[src/rtl/aes_mix_pkg.sv]
// Shared GF(2^8) helpers, FSM state type and LANES legality check
// for the MixColumns engine and its per-column lane.
package aes_mix_pkg;

    typedef enum logic [1:0] {
        ST_IDLE,
        ST_BUSY,
        ST_DONE
    } mix_state_t;

    // Bit n set means LANES = n is a legal configuration.
    localparam logic [4:0] LEGAL_LANES = 5'b10110;

    function automatic bit lanes_legal(input int l);
        if (l < 1 || l > 4)
            return 1'b0;
        return LEGAL_LANES[l[2:0]];
    endfunction

    // Multiply by x modulo x^8 + x^4 + x^3 + x + 1.
    function automatic logic [7:0] xtime(input logic [7:0] b);
        return {b[6:0], 1'b0} ^ (b[7] ? 8'h1b : 8'h00);
    endfunction

    function automatic logic [7:0] gf_mul3(input logic [7:0] b);
        return xtime(b) ^ b;
    endfunction

    function automatic logic [7:0] gf_mul9(input logic [7:0] b);
        return xtime(xtime(xtime(b))) ^ b;
    endfunction

    function automatic logic [7:0] gf_mulb(input logic [7:0] b);
        return xtime(xtime(xtime(b))) ^ xtime(b) ^ b;
    endfunction

    function automatic logic [7:0] gf_muld(input logic [7:0] b);
        return xtime(xtime(xtime(b))) ^ xtime(xtime(b)) ^ b;
    endfunction

    function automatic logic [7:0] gf_mule(input logic [7:0] b);
        return xtime(xtime(xtime(b))) ^ xtime(xtime(b)) ^ xtime(b);
    endfunction

endpackage

[src/rtl/mix_column_lane.sv]
// One-column (Inv)MixColumns, purely combinational.
// Ports: col (byte 0 = [31:24]), inv (1 = inverse), res.
module mix_column_lane
    import aes_mix_pkg::*;
(
    input  logic [31:0] col,
    input  logic        inv,
    output logic [31:0] res
);

    logic [7:0] a [4];

    for (genvar g = 0; g < 4; g++) begin : g_row
        assign a[g] = col[31-8*g -: 8];

        // Row g is the base row rotated right by g.
        assign res[31-8*g -: 8] = inv
            ? (gf_mule(a[g]) ^ gf_mulb(a[(g+1)%4]) ^
               gf_muld(a[(g+2)%4]) ^ gf_mul9(a[(g+3)%4]))
            : (xtime(a[g]) ^ gf_mul3(a[(g+1)%4]) ^
               a[(g+2)%4] ^ a[(g+3)%4]);
    end

endmodule

[src/rtl/mix_columns_engine.sv]
// Iterative AES (Inv)MixColumns over a 128-bit state, LANES cols/cycle.
// Ports: clk, rst (sync, high), in_valid/in_ready/inv_i/state_i,
// out_valid/out_ready/state_o. MIXCOL_ADDKEY_EN adds key_i and
// fuses AddRoundKey into the result with no added latency.
module mix_columns_engine
    import aes_mix_pkg::*;
#(
    parameter int LANES = 1
) (
    input  logic         clk,
    input  logic         rst,
    input  logic         in_valid,
    output logic         in_ready,
    input  logic         inv_i,
    input  logic [127:0] state_i,
`ifdef MIXCOL_ADDKEY_EN
    input  logic [127:0] key_i,
`endif
    output logic         out_valid,
    input  logic         out_ready,
    output logic [127:0] state_o
);

    localparam int NCYC = lanes_legal(LANES) ? 4 / LANES : 1;
    localparam int CW   = (NCYC > 1) ? $clog2(NCYC) : 1;
    localparam logic [CW-1:0] LAST = CW'(NCYC - 1);

    if (!lanes_legal(LANES)) begin : g_bad_lanes
        $error("mix_columns_engine: LANES must be 1, 2 or 4");
    end

    mix_state_t             st;
    logic [CW-1:0]          col_idx;
    logic [127:0]           blk;
    logic [127:0]           blk_nxt;
    logic [127:0]           res_w;
    logic                   inv_q;
    logic [32*LANES-1:0]    lane_in;
    logic [32*LANES-1:0]    lane_out;

    // Lane l works on column col_idx*LANES + l; results are
    // written back in place so the last cycle sees a full state.
    always_comb begin
        blk_nxt = blk;
        lane_in = '0;
        for (int l = 0; l < LANES; l++) begin
            lane_in[32*l +: 32] =
                blk[127-32*(int'(col_idx)*LANES+l) -: 32];
            blk_nxt[127-32*(int'(col_idx)*LANES+l) -: 32] =
                lane_out[32*l +: 32];
        end
    end

    for (genvar l = 0; l < LANES; l++) begin : g_lane
        mix_column_lane u_lane (
            .col (lane_in[32*l +: 32]),
            .inv (inv_q),
            .res (lane_out[32*l +: 32])
        );
    end

`ifdef MIXCOL_ADDKEY_EN
    logic [127:0] key_q;

    always_ff @(posedge clk) begin
        if (st == ST_IDLE && in_valid && !rst)
            key_q <= key_i;
    end

    assign res_w = blk_nxt ^ key_q;
`else
    assign res_w = blk_nxt;
`endif

    // Gated with rst so nothing is offered while reset is held.
    assign in_ready = (st == ST_IDLE) && !rst;

    always_ff @(posedge clk) begin
        if (rst) begin
            st        <= ST_IDLE;
            col_idx   <= '0;
            out_valid <= 1'b0;
            state_o   <= '0;
            blk       <= '0;
            inv_q     <= 1'b0;
        end else begin
            unique case (st)
                ST_IDLE: begin
                    if (in_valid) begin
                        blk     <= state_i;
                        inv_q   <= inv_i;
                        col_idx <= '0;
                        st      <= ST_BUSY;
                    end
                end
                ST_BUSY: begin
                    blk <= blk_nxt;
                    if (col_idx == LAST) begin
                        col_idx   <= '0;
                        state_o   <= res_w;
                        out_valid <= 1'b1;
                        st        <= ST_DONE;
                    end else begin
                        col_idx <= col_idx + CW'(1);
                    end
                end
                ST_DONE: begin
                    if (out_ready) begin
                        out_valid <= 1'b0;
                        st        <= ST_IDLE;
                    end
                end
                default: st <= ST_IDLE;
            endcase
        end
    end

endmodule
[config.mk]
export PLATFORM = sky130hd
export DESIGN_NAME = mix_columns_engine
export DESIGN_NICKNAME = d
export VERILOG_FILES = /design/src/rtl/aes_mix_pkg.sv /design/src/rtl/mix_column_lane.sv /design/src/rtl/mix_columns_engine.sv
export SDC_FILE = /design/constraint.sdc
export NUM_CORES = 1
export LEC_CHECK = 0
export ABC_AREA = 1
export BUFFER_PORTS_ARGS = -buffer_cell sky130_fd_sc_hd__buf_4
export CORE_AREA = 2 2 254 256
export CTS_CLUSTER_DIAMETER = 100
export DETAILED_ROUTE_END_ITERATION = 10
export DIE_AREA = 0 0 256 258
export GPL_ROUTABILITY_DRIVEN = 1
export PLACE_DENSITY = 0.58
export SLEW_MARGIN = 20
export SYNTH_ARGS = -nofsm -noshare
export SYNTH_HDL_FRONTEND = slang
export SYNTH_SLANG_ARGS = --single-unit
[constraint.sdc]
create_clock -name clk -period 2.8 [get_ports clk]
set_clock_uncertainty 0.1 [all_clocks]
set_input_delay 0.56 -clock clk [delete_from_list [all_inputs] [get_ports clk]]
set_output_delay 0.56 -clock clk [all_outputs]
set_load 0.01 [all_outputs]
==> out/metrics.cfg <==
[global_routing]
grt_pass1_wl_mm = 141.3
grt_usage = 0.2853
antenna_found_initial = 1
grt_max_degree = 129
grt_pass1_vias = 21268
overflow = 0

[timing]
period_share = 1.189
max_freq_mhz = 300.3
rsz0062_at_grt = true
worstMarginPinSlew_ns = 0.7012
finalMaxSlewViolations = 0
relSlewSlack = 0.5326
hold_viol_final = 0
setup_viol = 256
setup_slack_ns = -0.5297
period_needed_ns = 3.330

[logic_synthesis]
ys_warn_count = 0
syn_inst = 2868
muxShareOfSynthArea = 0
ys.flop_type = dfxtp_1
synth_top_area_cell = dfxtp_1
synth-compound-area-share = 0.1734
synth_edf_count = 0
synth.avg_cell_area_um2 = 6.572
synthSimpleGateAreaFrac = 0.3332
syn_nets = 3005
ys_seq_elements = 262
syn_area_um2 = 18850
synthTopCellsByArea = dfxtp_1 28%, nand2_1 16%, a21oi_1 5.6%, xor2_1 5.6%, nand3_1 5.5%
synth_top_cell_area_share = 0.2783
synth_fa_ha_area_frac = 0.002655
yosysSeqAreaShare = 0.2783
synth_top_family_by_area = simple AND/OR/NAND/NOR gates
ys_types = 49
async_reset_ff_frac = 0
synth-xor-area-share = 0.1176

[cells_and_area]
fill_cells = 6584
layout_commonest_cell = buf_4
drive_gt1_frac = 0.3595
most-common-layout-cells = 742 x buf_4, 699 x nand2_1, 260 x dfxtp_1
multi_input_area_um2 = 13300
seqCellArea_um2 = 5250
utilization = 0.4480
diodes = 0
area_growth_pct = 51.28
final_nets = 3683

[job]
drv_cap = 0

[worst_setup_path]
cp-end-kind = flop
required_ns = 3.20
cp_max_fo = 13
ff2ff_setup_slack_ns = -0.53
setup.worst_path.start = col_idx[0]$_SDFFE_PP0P_
crit_type = flop to flop
startpoint_type = flop
r2r_cells = 17
arrival_ns = 3.73
timing.rr.start = col_idx[0]$_SDFFE_PP0P_
crit_end = blk[106]$_SDFFE_PP0P_
worst_r2r_endpoint = blk[106]$_SDFFE_PP0P_

[power]
pwr-share-clk = 0.177
p_leak_nw = 13.66
powerDensity_nw_per_um2 = 795.1
ir_worst_vdd_v = 0.0005158
sw_frac_of_total = 0.4583
combPwrFrac = 0.642
p_int_mw = 12.28
p_sw_mw = 10.39
seqPwrFrac = 0.181

[routing]
via_per_inst = 5.107
first_pass_iters = 8
drt_iter0_drc = 2280
antenna_left = 0
vias = 22579
routedWlPerCell_um = 22.38
drc = 0
routed_wl_mm = 98.93

[clocking]
cts_tree = yes
cts_buffers = 29
root_buffer = clkbuf_16
clk_latency_ns = 0.61
path_clk_slew_ns = 0.07
numClockSinks = 262
cts_max_level = 1
holdBufCountCts = 0
clockBufferDepth = 3

[run_status]
status = finished, violations left
violations = negative setup slack

[placed_design]
dp_hpwl_mm = 76.96
place_congestion = 1.061
dp_slack_ns = -0.7832
port_buffers = 262

[floorplanning]
die_width_um = 256
die_area_um2 = 66050
core_area_um2 = 63650
num_rows = 93
initial_core_util = 0.2961
io_pins = 263
dieHeight_um = 258

[worst_hold_path]
min_path_type = input pin to flop

## stage by stage
step | TNS [ns] | hold WS [ns] | total power [mW] | instances | cell area (um2)
finish | -87.11 | 0.07522 | 22.67 | 4421 | 28510
global route | -116.26 | 0.08548 | 23.60 | 4421 | 28510
CTS | -76.03 | 0.06932 | 21.70 | 4393 | 27670
detailed placement | -128.21 | 0.3593 | 16.60 | 4311 | 25360
global placement | -127.60 | 0.3584 | 16.63 | 4311 | 25360
floorplan | 0 | 0.3584 | 10.42 | 2868 | 18850
## how the worst min path moves through the flow
stage                      startpoint                      to  cells after the start
2_1_floorplan   blk[103]$_SDFFE_PP0P_   blk[103]$_SDFFE_PP0P_                      2
3_3_place_gp   out_valid$_SDFFE_PP0P_  out_valid$_SDFFE_PP0P_                      2
3_5_place_dp   out_valid$_SDFFE_PP0P_  out_valid$_SDFFE_PP0P_                      2
4_1_cts                           rst      st[1]$_SDFFE_PP0P_                      2
5_1_grt                           rst      st[1]$_SDFFE_PP0P_                      2
6_report                          rst      st[1]$_SDFFE_PP0P_                      2
## critical path: stages, from the launching register on
cell and delay, ns:
dfxtp_4 0.41, buf_12 0.15, bufbuf_16 0.29, nand2_1 0.11, o211ai_1 0.15, nand2_4 0.15, buf_4 0.17, xor2_1 0.13
buf_4 0.15, xor2_1 0.14, buf_4 0.16, or2_2 0.30, nand3_4 0.11, buf_4 0.15, nand4_1 0.20, nand3_1 0.13
nand2_1 0.07, a21oi_1 0.11
## cell families (layout without fill, tap and decap cells)
| logic type | after synthesis | after routing |
|---|---|---|
| simple gates | 1392 | 1392 |
| compound gates | 571 | 571 |
| buf+inv | 425 | 1123 |
| flops | 262 | 262 |
| xor+xnor | 214 | 214 |
| fa+ha+maj | 4 | 4 |
## cells in the mapped netlist (3+ instances only)
library cell,number
clkbuf_1,123
nand3b_1,6
xnor2_2,9
nand4_1,83
dfxtp_1,262
buf_4,4
or2_2,12
o21ai_1,28
nand2_2,49
xor2_4,6
nand2_4,23
inv_2,13
xnor2_1,65
or2_1,6
o21ai_0,183
a21oi_1,212
buf_1,9
a21o_1,14
o22ai_1,3
xor2_2,9
o21bai_1,72
xor2_1,120
buf_6,15
nor2_1,171
buf_8,3
a22o_1,19
nand2_1,794
nand3_1,207
ha_1,4
buf_2,21
o211ai_1,32
inv_1,233
nor2_2,7
xnor2_4,5
nand3_2,28
## cell type report
class,instances,share of cell area
Inverter,250,0.03374
Clock buffer,40,0.02940
Sequential cell,262,0.1841
Timing Repair Buffer,822,0.2440
Tap cell,855,0.03752
Multi-Input combinational cell,2181,0.4663
Clock inverter,11,0.004871
## sequential cells by signal (all words and copies together), names as in the netlist
signal,cells
inv_q,1
blk,128
state_o,128
st,2
col_idx,2
out_valid,1
## power groups by stage
stage | logic, mW | registers [mW] | clock network, mW
final | 14.6 | 4.11 | 4.00
after CTS | 13.6 | 4.10 | 4.04
after detailed placement | 12.4 | 4.17 | 0
after global routing | 15.3 | 4.12 | 4.16
after global placement | 12.5 | 4.17 | 0
after floorplan | 6.32 | 4.10 | 0
## metal layers
metal | vias up | track usage | routed length (um)
li1 | 10650 | - | -
met4 | 0 | 0.1634 | 6443
met5 | - | 0 | 0
met2 | 1016 | 0.4651 | 45290
met3 | 240 | 0.02689 | 6274
met1 | 10673 | 0.3697 | 40920
## what timing repair did
action / in CTS / in global routing
cloned: 2 / 1
buffers inserted: 30 / 27
gates resized for setup: 223 / 148
endpoints found under the setup margin: 256 / 256
pin swaps: 61 / 79
No activity file was read; power rests on OpenSTA's default activity.
